<file path="config.mk">
export PLATFORM = sky130hd
export DESIGN_NAME = bitlet_accumulator
export DESIGN_NICKNAME = d
export VERILOG_FILES = /design/src/rtl/bitlet_accumulator.sv
export SDC_FILE = /design/constraint.sdc
export NUM_CORES = 1
export LEC_CHECK = 0
export BUFFER_PORTS_ARGS = -buffer_cell sky130_fd_sc_hd__buf_2
export CAP_MARGIN = 15
export CORE_MARGIN = 5
export CORE_UTILIZATION = 45
export DETAILED_ROUTE_END_ITERATION = 12
export HOLD_SLACK_MARGIN = 0.1
export PLACE_DENSITY = 0.76
export SLEW_MARGIN = 20
export SYNTH_ARGS = -nofsm -noshare
export SYNTH_HDL_FRONTEND = slang
export SYNTH_SLANG_ARGS = --single-unit
</file>
<file path="constraint.sdc">
create_clock -name clk -period 6 [get_ports clk]
set_input_delay 1.2 -clock clk [delete_from_list [all_inputs] [get_ports clk]]
set_output_delay 1.2 -clock clk [all_outputs]
set_load 0.03 [all_outputs]
</file>
<file path="src/rtl/bitlet_accumulator.sv">
// bitlet_accumulator: consumer end of the Bitlet_CE output interface.
// Each beat carries one signed A.fix value per bit channel. Channel g is
// weighted by 2^g and the channels are summed (stage 1). The per-beat sums
// are accumulated into one partial sum per group (stage 2). acc_done closes
// a group; the result is then offered on a valid/ready port.
//
// Handshake: psum is offered while psum_vld is high and held stable until
// psum_vld && psum_rdy at a clock edge, which is the single point of
// transfer. The beat side (Asel_vld) has no ready and cannot be stalled.
// The controller must keep Asel_vld and acc_done low while busy is high.
// Any violation is dropped or ignored and raises the sticky err flag.
module bitlet_accumulator #(
    parameter int N_CH   = 4,
    parameter int W_FIX  = 8,
    parameter int N_BEAT = 64,
    parameter int W_ACC  = W_FIX + N_CH + $clog2(N_BEAT)
) (
    input  logic                    clk,
    input  logic                    rst_n,
    input  logic                    flush,
    input  logic                    Asel_vld,
    input  logic [N_CH*W_FIX-1:0]   Asel_vec,
    input  logic                    acc_done,
    output logic                    psum_vld,
    output logic [W_ACC-1:0]        psum,
    input  logic                    psum_rdy,
    output logic                    busy,
    output logic                    err
);

    // ACC: collecting beats. DRAIN: pipeline emptying. OUT: result offered.
    localparam logic [1:0] ST_ACC   = 2'd0;
    localparam logic [1:0] ST_DRAIN = 2'd1;
    localparam logic [1:0] ST_OUT   = 2'd2;

    // The DRAIN counter runs 0,1,2; the move to OUT happens on the edge that
    // sees 2, so psum_vld rises on the third edge after acc_done was sampled.
    localparam logic [1:0] DRAIN_LAST = 2'd2;

    logic [1:0]       state_q, state_d;
    logic [1:0]       cnt_q, cnt_d;
    logic [W_ACC-1:0] sum_q, sum_d;
    logic             sum_vq, sum_vd;
    logic [W_ACC-1:0] acc_q, acc_d;
    logic [W_ACC-1:0] psum_q, psum_d;
    logic             psum_vld_q, psum_vld_d;
    logic             err_q, err_d;
    logic [W_ACC-1:0] beat_sum;

    // Stage-1 combinational sum: sign-extend each channel and weight it by 2^g.
    always_comb begin
        logic [W_FIX-1:0] a;
        logic [W_ACC-1:0] term;
        beat_sum = '0;
        a        = '0;
        term     = '0;
        for (int g = 0; g < N_CH; g++) begin
            a        = Asel_vec[g*W_FIX +: W_FIX];
            term     = {{(W_ACC-W_FIX){a[W_FIX-1]}}, a};
            beat_sum = beat_sum + (term << g);
        end
    end

    // Next-state logic for the pipeline, accumulator, FSM and error flag.
    always_comb begin
        state_d    = state_q;
        cnt_d      = cnt_q;
        sum_d      = sum_q;
        sum_vd     = 1'b0;
        acc_d      = acc_q;
        psum_d     = psum_q;
        psum_vld_d = psum_vld_q;
        err_d      = err_q;

        // Stage 2: fold the previous beat's sum into the accumulator. Wraps
        // modulo 2^W_ACC; W_ACC is sized so N_BEAT beats cannot overflow.
        if (sum_vq) begin
            acc_d = acc_q + sum_q;
        end

        if (state_q == ST_ACC) begin
            // A beat in the acc_done cycle still belongs to the group.
            if (Asel_vld) begin
                sum_d  = beat_sum;
                sum_vd = 1'b1;
            end
            if (acc_done) begin
                state_d = ST_DRAIN;
                cnt_d   = 2'd0;
            end
        end else begin
            // Beats and acc_done while busy are dropped and flagged.
            if (Asel_vld || acc_done) begin
                err_d = 1'b1;
            end
        end

        case (state_q)
            ST_ACC: ;
            ST_DRAIN: begin
                if (cnt_q == DRAIN_LAST) begin
                    state_d    = ST_OUT;
                    psum_d     = acc_q;
                    psum_vld_d = 1'b1;
                end else begin
                    cnt_d = cnt_q + 2'd1;
                end
            end
            ST_OUT: begin
                if (psum_rdy) begin
                    acc_d      = '0;
                    psum_vld_d = 1'b0;
                    state_d    = ST_ACC;
                end
            end
            default: begin
                state_d = ST_ACC;
            end
        endcase
    end

    // State registers; reset and flush both return the block to an empty ACC.
    always_ff @(posedge clk) begin
        if (!rst_n || flush) begin
            state_q    <= ST_ACC;
            cnt_q      <= 2'd0;
            sum_q      <= '0;
            sum_vq     <= 1'b0;
            acc_q      <= '0;
            psum_q     <= '0;
            psum_vld_q <= 1'b0;
            err_q      <= 1'b0;
        end else begin
            state_q    <= state_d;
            cnt_q      <= cnt_d;
            sum_q      <= sum_d;
            sum_vq     <= sum_vd;
            acc_q      <= acc_d;
            psum_q     <= psum_d;
            psum_vld_q <= psum_vld_d;
            err_q      <= err_d;
        end
    end

    assign psum_vld = psum_vld_q;
    assign psum     = psum_q;
    assign busy     = (state_q != ST_ACC);
    assign err      = err_q;

endmodule
</file>
==> impl_metrics.csv, run 1 <==
group,metric,value,unit
outcome,result_of_the_run,"completed",
die,initial_core_util,46.0,%
die,die_y_extent,98.7,microns
timing,grt_setup_unrepaired,"no",
finish,finish.cell_count_without_fillers,575,
yosys,count_of_synthesis_stage_warnings_from_yosys,0,
yosys,asyncSetResetFlopFracSynth,0,%
detailed_routing,num_vias,2932,
yosys,syn-mean-instance-area,8.40,sq um
finish,multiInputGateArea,2210,sq um
timing,final_critical_path_setup_slack,2.39,ns
power_and_ir_drop,power_density,212,nW/um^2
detailed_routing,firstDrtPassIters,4,
clock_tree,cts-buffers-inserted,5,
timing,fin_crit_sh,60.2,%
clock_tree,cts_sinks,55,
worst_setup_path,standard_cell_with_the_maximum_stage_delay_on_the_critical_path,"sky130_fd_sc_hd__fa_1",
clock_tree,postCtsSetupRepairBufs,0,
placement,placement.io_buffers,58,
yosys,synth_ff_type,"sky130_fd_sc_hd__dfxtp_1",
timing,tightest_slew,1.08,ns
finish,final_layout_size_suffix_gt1_share,16.5,%
timing,finalHoldViolCount,0,
worst_setup_path,r2r_slack,3.60,ns
timing,timing.final.max_slew_violations,0,
worst_setup_path,timing.rr.start,"acc_q[0]$_SDFF_PP0_",
clock_tree,cts_root_buf,"sky130_fd_sc_hd__clkbuf_8",
clock_tree,tritoncts_clock_tree,"yes",
placement,dpl.hpwl,5550,microns
placement,post-place-ws,2.04,ns
timing,timing.clock.skew,0.0103,ns
die,top_level_ports,59,
power_and_ir_drop,cellLeakagePower,1.81,nW
global_route,grt_pass1_wl,12600,microns
placement,numPlacedInstances,567,
worst_hold_path,number_of_cells_on_the_worst_hold_path,2,
timing,finalSetupViolations,0,
global_route,antenna_found_initial,0,
worst_setup_path,reg2reg_to,"acc_q[16]$_SDFF_PP0_",
worst_setup_path,setup.worst_path.class,"input pin to register",
power_and_ir_drop,vdd.ir_drop.worst,0.0935,mV
clock_tree,post_cts_sizing,0,
worst_setup_path,setup.worst_path.end_class,"register",
detailed_routing,drt-total-wl,7080,microns
finish,mostFrequentLayoutCell,"sky130_fd_sc_hd__nand2_1",
worst_hold_path,hp-start,"err$_SDFFE_PP0P_",
yosys,synthTopCellsByArea,"sky130_fd_sc_hd__dfxtp_1, sky130_fd_sc_hd__fa_1, sky130_fd_sc_hd__ha_1",
finish,finish.net_count,555,
clock_tree,cts-htree-levels,2,
detailed_routing,dr.first_iter.drc_count,89,
yosys,synth_seq_area_share,31.1,%
worst_setup_path,timing.critical_path.required,6.25,ns
yosys,syn-num-nets,504,
die,fp.dieW,98.7,microns
yosys,yosysUniqueCellTypes,45,
timing,fmaxAchievable,277,MHz
finish,most-common-layout-cells,"sky130_fd_sc_hd__nand2_1, sky130_fd_sc_hd__buf_2, sky130_fd_sc_hd__dfxtp_1, sky130_fd_sc_hd__a21oi_1, sky130_fd_sc_hd__inv_1",
global_route,grt.overflow.total,0,
timing,final.hold.worst_slack,0.453,ns
timing,finalCriticalPeriod,3.61,ns
global_route,via_count_of_the_first_global_routing_pass,2998,
worst_setup_path,critical_path_peak_fanout,2,
yosys,synthesis.area,3540,sq um
yosys,netlist.top_cell.by_area,"sky130_fd_sc_hd__dfxtp_1",
worst_setup_path,start_kind,"input pin",
die,dieArea,9740,sq um
die,placeable_core_region,7690,sq um
clock_tree,path_clk_slew,0.11,ns
worst_hold_path,hold_path.class,"register to register",
worst_setup_path,cells_along_the_critical_path,"buf_2, fa_1, fa_1, ha_1, inv_1, fa_1, nor2b_1, o21ai_0, nand2b_1, a31oi_1, a21oi_1, xnor2_1, a211oi_1",
detailed_routing,detail_route.vias_per_cell,5.10,
finish,synthToLayoutAreaGrowth,13.2,%
global_route,maximum_number_of_pins_on_one_net_before_global_route_repair,40,
worst_hold_path,worst_hold_path.endpoint,"err$_SDFFE_PP0P_",
yosys,synth_cells,421,
finish,n_antenna_cell,0,
die,core.rowCount,32,
clock_tree,post_cts_hold_buffer_count,0,
worst_setup_path,critical-path-top-cell-by-count,"sky130_fd_sc_hd__fa_1",
worst_setup_path,rr_worst_depth,10,
worst_setup_path,arrival,3.86,ns
worst_setup_path,cpPeakStageDelay,0.52,ns
yosys,number_of_enable_type_register_cells_in_the_synthesized_netlist,0,
detailed_routing,routed_wire_length_per_instance,12.3,microns
global_route,track_usage,15.5,%
run,maxCapViolCount,0,
yosys,synth_top_cell_area_share,31.1,%
clock_tree,max-clock-path-buffers,2,
clock_tree,clk-insertion-delay-late,0.32,ns
yosys,synth-seq-cells,55,
finish,seqCellArea,1100,sq um
timing,maxSlewHeadroom,27.9,%
placement,placer_s_final_routability_congestion_estimate,0.926,
detailed_routing,route.detailed.drc,0,
detailed_routing,route.antenna.remaining_nets,0,
finish,layout.filler_cells,758,
timing,final.setup.tns,0,ns
[power by group]
group | internal (mW) | switching [mW] | total, mW
Clock | 0.0946 | 0.128 | 0.222
Sequential | 0.374 | 0.0106 | 0.385
Combinational | 0.117 | 0.127 | 0.244
Total | 0.586 | 0.265 | 0.851
[state kept, by name (all words and copies together) (netlist names), named ones only]
register	count
sum_q	12
state_q	2
err	1
psum_vld	1
sum_vq	1
cnt_q	1
acc_q	18
psum	18
[routing by layer]
metal  track usage, %  up-vias  part of all wire [%]
li1                 -     1510                     -
met1             17.2     1353                    42
met2             28.9       57                    51
met3             2.34       12                   4.6
met4             6.83        0                   2.5
met5                0        -                     0
[worst max path at each step]
stage / from / to / cells past startpoint
after global routing: Asel_vec[3] / sum_q[16]$_SDFFE_PP0P_ / 13
after global placement: Asel_vec[3] / sum_q[9]$_SDFFE_PP0P_ / 13
after CTS: Asel_vec[4] / sum_q[10]$_SDFFE_PP0P_ / 13
final: Asel_vec[3] / sum_q[16]$_SDFFE_PP0P_ / 13
after detailed placement: Asel_vec[3] / sum_q[16]$_SDFFE_PP0P_ / 13
after floorplan: Asel_vec[3] / sum_q[9]$_SDFFE_PP0P_ / 12
[critical path, delay by kind of cell]
kind                     cells  cell delay [ns]
buffers and inverters        2             0.16
AO/OA/AOI/OAI                4             0.59
adder cells (fa/ha/maj)      4             1.56
AND/OR/NAND/NOR              2             0.26
XOR/XNOR                     1             0.09
[cell type report]
class	count	area share, %
timing repair buffer	60	7.62
tap	102	3.19
clock inverter	2	0.406
sequential	55	27.5
multi-input combinational	308	55.3
clock buffer	6	2.06
inverter	42	3.94
[cell usage after synthesis (2+ instances only)]
library cell / instances
sky130_fd_sc_hd__a41oi_1: 3
sky130_fd_sc_hd__and3_1: 2
sky130_fd_sc_hd__xnor2_1: 16
sky130_fd_sc_hd__xor2_1: 5
sky130_fd_sc_hd__a2111oi_2: 2
sky130_fd_sc_hd__ha_1: 27
sky130_fd_sc_hd__or2_2: 2
sky130_fd_sc_hd__clkbuf_1: 11
sky130_fd_sc_hd__a21oi_1: 47
sky130_fd_sc_hd__nand2_1: 64
sky130_fd_sc_hd__inv_1: 42
sky130_fd_sc_hd__nand2b_1: 6
sky130_fd_sc_hd__o21ai_0: 12
sky130_fd_sc_hd__mux2i_1: 14
sky130_fd_sc_hd__dfxtp_1: 55
sky130_fd_sc_hd__a21o_1: 6
sky130_fd_sc_hd__fa_1: 18
sky130_fd_sc_hd__o211ai_1: 3
sky130_fd_sc_hd__o21a_1: 2
sky130_fd_sc_hd__nand3_1: 2
sky130_fd_sc_hd__buf_2: 4
sky130_fd_sc_hd__and2_1: 3
sky130_fd_sc_hd__nand4_1: 3
sky130_fd_sc_hd__a31oi_1: 2
sky130_fd_sc_hd__a211oi_1: 7
sky130_fd_sc_hd__nor2_1: 32
sky130_fd_sc_hd__nor2b_1: 7
sky130_fd_sc_hd__a22oi_1: 2
sky130_fd_sc_hd__nor3_1: 3
sky130_fd_sc_hd__or3_1: 4
[stage by stage]
stage | power (mW) | utilization, % | instance area, sq um
floorplan | 0.587 | - | 3540
global placement | 0.628 | 50.8 | 3910
CTS | 0.857 | 52.1 | 4010
detailed placement | 0.640 | 50.8 | 3910
global route | 0.906 | 52.1 | 4010
finish | 0.851 | 52.1 | 4010
[kinds of logic (layout without fill, tap and decap cells)]
| group | after synthesis | after routing | share of synthesized area [%] |
|---|---|---|---|
| AO/OA/AOI/OAI | 94 | 94 | 16.5 |
| XOR/XNOR | 21 | 21 | 5.20 |
| adder cells (fa/ha/maj) | 45 | 45 | 19.7 |
| buffers and inverters | 58 | 110 | 6.29 |
| flip-flops | 55 | 55 | 31.1 |
| multiplexers | 15 | 15 | 4.28 |
| AND/OR/NAND/NOR | 133 | 133 | 16.9 |
Power figures use the tool's default switching activity.
==> run 2: changes to the inputs <==
--- a/config.mk
+++ b/config.mk
@@ -11,7 +11,7 @@
 export CORE_UTILIZATION = 45
 export DETAILED_ROUTE_END_ITERATION = 12
 export HOLD_SLACK_MARGIN = 0.1
-export PLACE_DENSITY = 0.76
+export PLACE_DENSITY = 0.79
 export SLEW_MARGIN = 20
 export SYNTH_ARGS = -nofsm -noshare
 export SYNTH_HDL_FRONTEND = slang
==> constraint.sdc (replaced) <==
create_clock -name clk -period 3.1 [get_ports clk]
set_input_delay 0.62 -clock clk [delete_from_list [all_inputs] [get_ports clk]]
set_output_delay 0.62 -clock clk [all_outputs]
set_load 0.03 [all_outputs]
==> run 2 against run 1 <==
Against the previous run: global-route usage rose by 0.13 points; clock-buffer cell count is 1 higher; total power up 99%; first-iteration DRC count decreased by 4.5%; critical path type unchanged; largest power group unchanged.
==> impl_metrics.csv, run 2 (synthesis gave the netlist of run 1 again) <==
group,metric,value,unit
outcome,result_of_the_run,"completed",
placement,placer_s_final_routability_congestion_estimate,0.882,
clock_tree,cts_root_buf,"sky130_fd_sc_hd__clkbuf_8",
power_and_ir_drop,seqPwrFrac,44.0,%
finish,final_layout_size_suffix_gt1_share,18.7,%
power_and_ir_drop,p_sw_share,30.7,%
finish,n_antenna_cell,0,
clock_tree,tritoncts_clock_tree,"yes",
timing,timing.final.max_slew_violations,0,
placement,dpl.hpwl,5970,microns
power_and_ir_drop,vdd.ir_drop.worst,0.190,mV
detailed_routing,met2_length,3870,microns
power_and_ir_drop,cellLeakagePower,1.85,nW
detailed_routing,route.antenna.remaining_nets,0,
finish,synthToLayoutAreaGrowth,15.3,%
worst_setup_path,rr_worst_depth,10,
worst_setup_path,critical_path_peak_fanout,2,
detailed_routing,route.detailed.drc,0,
timing,finalSetupViolations,0,
worst_setup_path,start_kind,"input pin",
worst_setup_path,cells_along_the_critical_path,"buf_6, fa_1, fa_1, ha_2, inv_2, fa_2, nor2b_2, o21ai_1, nand2b_1, a31oi_1, a21oi_1, xnor2_1, a211oi_1",
global_route,track_usage,15.6,%
global_route,grt.overflow.total,0,
worst_setup_path,cpPeakStageDelay,0.55,ns
worst_setup_path,setup.worst_path.end_class,"register",
finish,finish.utilization,53.1,%
detailed_routing,routed_wire_length_per_instance,12.6,microns
power_and_ir_drop,power_frac_clock,24.6,%
timing,final_critical_path_setup_slack,0.119,ns
detailed_routing,drt-total-wl,7360,microns
detailed_routing,topRoutingLayerUsed,"met4",
timing,fin_crit_sh,96.2,%
placement,post-place-ws,-0.332,ns
worst_setup_path,arrival,3.21,ns
global_route,antenna_found_initial,0,
clock_tree,cts_sinks,55,
timing,finalHoldViolCount,0,
die,placeable_core_region,7690,sq um
clock_tree,max-clock-path-buffers,2,
worst_hold_path,number_of_cells_on_the_worst_hold_path,2,
detailed_routing,dr.first_iter.drc_count,85,
die,initial_core_util,46.0,%
timing,timing.clock.skew,0.0119,ns
power_and_ir_drop,fin_total_pwr,1.69,mW
detailed_routing,num_vias,3010,
timing,tightest_slew,0.837,ns
power_and_ir_drop,power_frac_comb,31.3,%
timing,grt_setup_unrepaired,"yes",
clock_tree,cts-htree-levels,2,
power_and_ir_drop,power.internal,1.17,mW
detailed_routing,detail_route.vias_per_cell,5.16,
detailed_routing,drt-met1-wl,3060,microns
clock_tree,path_clk_slew,0.10,ns
die,die_y_extent,98.7,microns
die,top_level_ports,59,
run,maxCapViolCount,0,
timing,maxSlewHeadroom,44.1,%
clock_tree,postCtsSetupRepairBufs,0,
finish,mostFrequentLayoutCell,"sky130_fd_sc_hd__nand2_1",
timing,final.setup.tns,0,ns
worst_setup_path,setup.worst_path.class,"input pin to register",
die,fp.dieW,98.7,microns
finish,most-common-layout-cells,"sky130_fd_sc_hd__nand2_1, sky130_fd_sc_hd__buf_2, sky130_fd_sc_hd__dfxtp_1, sky130_fd_sc_hd__a21oi_1, sky130_fd_sc_hd__inv_1",
global_route,via_count_of_the_first_global_routing_pass,3030,
power_and_ir_drop,net-switching-power,0.520,mW
die,dieArea,9740,sq um
detailed_routing,route.met3.wl,314,microns
worst_hold_path,hold_path.class,"register to register",
placement,placement.io_buffers,58,
clock_tree,clk-insertion-delay-late,0.32,ns
power_and_ir_drop,power_density,415,nW/um^2
timing,finalCriticalPeriod,2.98,ns
worst_setup_path,critical-path-top-cell-by-count,"sky130_fd_sc_hd__fa_1",
global_route,maximum_number_of_pins_on_one_net_before_global_route_repair,22,
worst_setup_path,timing.critical_path.required,3.33,ns
detailed_routing,firstDrtPassIters,4,
finish,finish.net_count,563,
timing,fmaxAchievable,335,MHz
worst_setup_path,standard_cell_with_the_maximum_stage_delay_on_the_critical_path,"sky130_fd_sc_hd__fa_1",
global_route,grt_pass1_wl,12800,microns
clock_tree,cts-buffers-inserted,5,
die,core.rowCount,32,
==> run 2: metal layers <==
| layer | vias up | track usage, % |
|---|---|---|
| met5 | - | 0 |
| met4 | 0 | 4.41 |
| met3 | 11 | 3.61 |
| met2 | 64 | 29.1 |
| met1 | 1410 | 17.6 |
| li1 | 1525 | - |
==> run 2: final cells by class <==
cell class / instances / area [sq um]
clock buffers: 7 / 86.3
clock inverters: 1 / 8.76
fillers: 717 / 3610
inverters: 42 / 158
multi-input cells: 308 / 2230
flip-flops and latches: 55 / 1100
well taps: 102 / 128
repair buffers: 68 / 372
==> run 2: final timing paths <==
kind                                           from                      to  slack [ns]
worst max-delay path                   Asel_vec[17]  sum_q[16]$_SDFFE_PP0P_        0.12
worst min-delay path               err$_SDFFE_PP0P_        err$_SDFFE_PP0P_        0.46
worst max register to register  acc_q[0]$_SDFF_PP0_    acc_q[16]$_SDFF_PP0_        0.56
worst min register to register     err$_SDFFE_PP0P_        err$_SDFFE_PP0P_        0.46
==> run 2: critical path, delay by kind of cell <==
family	cells	cell delay, ns
AOI/OAI and AO/OA	4	0.58
xor gates and xnor gates	1	0.10
adders and majority gates	4	1.56
buffers and inverters	2	0.13
and+or+nand+nor	2	0.23
==> run 2: what timing repair did <==
item / in CTS / in global routing
hold buffers: 0 / 0
pin swaps: 2 / 7
setup endpoints to repair: 1 / 3
gates resized for setup: 0 / 6
==> run 2: metrics by stage <==
| stage | instances | cell area, sq um | hold slack [ns] |
|---|---|---|---|
| after CTS | 583 | 4070 | 0.461 |
| after global routing | 583 | 4080 | 0.486 |
| after global placement | 575 | 3970 | 0.436 |
| after detailed placement | 575 | 3970 | 0.440 |
| final | 583 | 4080 | 0.457 |
| after floorplan | 421 | 3540 | 0.436 |
==> run 2: power by group through the flow <==
stage | Combinational [mW] | Sequential, mW | Clock [mW]
after floorplan | 0.390 | 0.751 | 0
after global placement | 0.506 | 0.760 | 0
after detailed placement | 0.529 | 0.761 | 0
after CTS | 0.531 | 0.744 | 0.423
after global routing | 0.602 | 0.747 | 0.460
final | 0.530 | 0.744 | 0.417
==> run 3: changes to the inputs <==
--- a/config.mk
+++ b/config.mk
@@ -5,13 +5,14 @@
 export SDC_FILE = /design/constraint.sdc
 export NUM_CORES = 1
 export LEC_CHECK = 0
+export ABC_AREA = 1
 export BUFFER_PORTS_ARGS = -buffer_cell sky130_fd_sc_hd__buf_2
 export CAP_MARGIN = 15
 export CORE_MARGIN = 5
 export CORE_UTILIZATION = 45
 export DETAILED_ROUTE_END_ITERATION = 12
 export HOLD_SLACK_MARGIN = 0.1
-export PLACE_DENSITY = 0.79
+export PLACE_DENSITY = 0.78
 export SLEW_MARGIN = 20
 export SYNTH_ARGS = -nofsm -noshare
 export SYNTH_HDL_FRONTEND = slang
==> run 3 against run 2 <==
Against the previous run: largest cell class unchanged; clock power rose by 10%; highest routed layer unchanged; final area rose by 7.0%; via count rose by 18%; register-to-register slack improved by 0.47 ns; critical path depth fell by 1; first-iteration DRC count rose by 95%.
==> impl_metrics.csv, run 3 <==
group,metric,value,unit
worst_setup_path,start_kind,"input pin",
detailed_routing,num_vias,3551,
worst_setup_path,setup.worst_path.class,"input pin to register",
finish,final_layout_size_suffix_gt1_share,15.6,%
die,fp.dieW,103,microns
timing,maxSlewHeadroom,60.0,%
timing,timing.final.max_slew_violations,0,
worst_setup_path,crit_buf_inv,3,
worst_setup_path,timing.critical_path.required,3.31,ns
clock_tree,cts_sinks,55,
timing,tightest_slew,0.599,ns
yosys,synthTopCellsByArea,"sky130_fd_sc_hd__dfxtp_1, sky130_fd_sc_hd__inv_1, sky130_fd_sc_hd__fa_1",
finish,finish.cell_count_without_fillers,719,
timing,finalHoldViolCount,0,
placement,post-place-ws,-0.0684,ns
timing,grt_setup_unrepaired,"no",
worst_setup_path,cells_along_the_critical_path,"buf_2, fa_1, fa_1, ha_1, inv_1, fa_1, o21ai_2, nand4_1, nand3_1, nand2_1, o21ai_1, inv_1",
global_route,antenna_found_initial,0,
yosys,synth_ff_type,"sky130_fd_sc_hd__dfxtp_1",
placement,placer_s_final_routability_congestion_estimate,0.921,
die,dieArea,10600,sq um
power_and_ir_drop,vdd.ir_drop.worst,0.191,mV
yosys,count_of_synthesis_stage_warnings_from_yosys,0,
yosys,netlist.top_cell.by_area,"sky130_fd_sc_hd__dfxtp_1",
worst_setup_path,path_delay_family,"adder cells",
power_and_ir_drop,power_density,394,nW/um^2
detailed_routing,drt-total-wl,8120,microns
yosys,asyncSetResetFlopFracSynth,0,%
clock_tree,post_cts_hold_buffer_count,0,
worst_hold_path,number_of_cells_on_the_worst_hold_path,2,
global_route,track_usage,16.3,%
placement,place_area,4260,sq um
run,maxCapViolCount,0,
finish,mostFrequentLayoutCell,"sky130_fd_sc_hd__inv_1",
finish,most-common-layout-cells,"sky130_fd_sc_hd__inv_1, sky130_fd_sc_hd__nor2_1, sky130_fd_sc_hd__nand2_1, sky130_fd_sc_hd__buf_2, sky130_fd_sc_hd__dfxtp_1",
clock_tree,path_clk_slew,0.09,ns
power_and_ir_drop,cellLeakagePower,2.31,nW
yosys,synth_commonest_cells,"sky130_fd_sc_hd__inv_1, sky130_fd_sc_hd__nor2_1, sky130_fd_sc_hd__nand2_1, sky130_fd_sc_hd__dfxtp_1",
global_route,grt_pass1_wl,14300,microns
global_route,via_count_of_the_first_global_routing_pass,3422,
detailed_routing,route.antenna.remaining_nets,0,
worst_setup_path,rr_worst_depth,13,
yosys,synth_top_cell_area_share,28.4,%
die,die_y_extent,103,microns
clock_tree,cts-htree-levels,2,
timing,timing.clock.skew,0.00374,ns
yosys,synth-seq-cells,55,
die,top_level_ports,59,
detailed_routing,detail_route.vias_per_cell,4.94,
timing,final_critical_path_setup_slack,0.269,ns
worst_setup_path,critical_path_cell_count,12,
clock_tree,cts_root_buf,"sky130_fd_sc_hd__clkbuf_8",
yosys,synthesis.area,3870,sq um
worst_hold_path,hold_path.class,"register to register",
detailed_routing,routed_wire_length_per_instance,11.3,microns
yosys,yosysUniqueCellTypes,35,
yosys,number_of_enable_type_register_cells_in_the_synthesized_netlist,0,
clock_tree,clk-insertion-delay-late,0.31,ns
yosys,synth_cells,558,
timing,fin_crit_sh,91.3,%
global_route,maximum_number_of_pins_on_one_net_before_global_route_repair,27,
worst_setup_path,setup.worst_path.end_class,"register",
finish,finish.net_count,697,
finish,n_antenna_cell,0,
timing,fmaxAchievable,353,MHz
worst_setup_path,critical_path_peak_fanout,3,
die,placeable_core_region,8300,sq um
clock_tree,cts-buffers-inserted,5,
worst_setup_path,arrival,3.04,ns
yosys,synth_seq_area_share,28.4,%
placement,placement.io_buffers,58,
die,initial_core_util,46.7,%
worst_setup_path,standard_cell_with_the_maximum_stage_delay_on_the_critical_path,"sky130_fd_sc_hd__fa_1",
placement,dpl.hpwl,6820,microns
finish,finish.instance_area,4360,sq um
detailed_routing,dr.first_iter.drc_count,166,
yosys,syn-mean-instance-area,6.94,sq um
yosys,synthMostInstantiatedCell,"sky130_fd_sc_hd__inv_1",
clock_tree,tritoncts_clock_tree,"yes",
timing,finalCriticalPeriod,2.83,ns
clock_tree,postCtsSetupRepairBufs,0,
detailed_routing,firstDrtPassIters,4,
die,core.rowCount,33,
outcome,result_of_the_run,"completed",
clock_tree,max-clock-path-buffers,2,
worst_setup_path,cpPeakStageDelay,0.52,ns
clock_tree,post_cts_sizing,0,
timing,finalSetupViolations,0,
placement,numPlacedInstances,712,
timing,final.setup.tns,0,ns
detailed_routing,route.detailed.drc,0,
finish,synthToLayoutAreaGrowth,12.6,%
yosys,syn-num-nets,641,
worst_setup_path,critical-path-top-cell-by-count,"sky130_fd_sc_hd__fa_1",
global_route,grt.overflow.total,0,
[run 3: layout make-up]
cell class / instances / area (sq um)
sequential: 55 / 1100
timing repair buffer: 61 / 313
clock buffer: 5 / 68.8
clock inverter: 2 / 37.5
multi-input combinational: 382 / 2300
inverter: 109 / 412
tap: 105 / 131
fill: 836 / 3940
[run 3: tightest hold or removal path: stages, from the launching register on]
cell and delay, ns:
sky130_fd_sc_hd__dfxtp_1 0.32, sky130_fd_sc_hd__inv_1 0.04, sky130_fd_sc_hd__a21oi_1 0.05
[run 3: layer usage]
layer  vias to the layer above  GRT usage, %  routed length, microns
li1                       1862             -                       -
met1                      1615          20.5                    3680
met2                        62          29.5                    3960
met3                        12          1.96                     349
met4                         0          4.28                     126
met5                         -             0                       0
[run 3: path summary, 6_finish.rpt]
path	start	to	slack [ns]
min reg2reg	err$_SDFFE_PP0P_	err$_SDFFE_PP0P_	0.46
max	Asel_vec[3]	sum_q[16]$_SDFFE_PP0P_	0.27
min	err$_SDFFE_PP0P_	err$_SDFFE_PP0P_	0.46
max reg2reg	sum_q[0]$_SDFFE_PP0P_	acc_q[16]$_SDFF_PP0_	1.03
[run 3: where the power goes]
| group | switching (mW) | internal [mW] |
|---|---|---|
| clock network | 0.222 | 0.236 |
| registers | 0.0195 | 0.725 |
| logic | 0.301 | 0.215 |
| total | 0.543 | 1.18 |
[run 3: stage by stage]
step / util [%] / power, mW / hold slack, ns
global placement: 51.3 / 1.26 / 0.435
floorplan: - / 1.15 / 0.462
CTS: 52.6 / 1.74 / 0.462
finish: 52.6 / 1.72 / 0.457
detailed placement: 51.3 / 1.28 / 0.449
global route: 52.6 / 1.85 / 0.506
[run 3: cells by family after synthesis]
family,Yosys count,synth area share [%]
AOI/OAI and AO/OA,89,13.0
DFF,55,28.4
xor gates and xnor gates,10,2.26
buffers and inverters,121,12.2
and+or+nand+nor,238,26.1
adders and majority gates,45,18.0
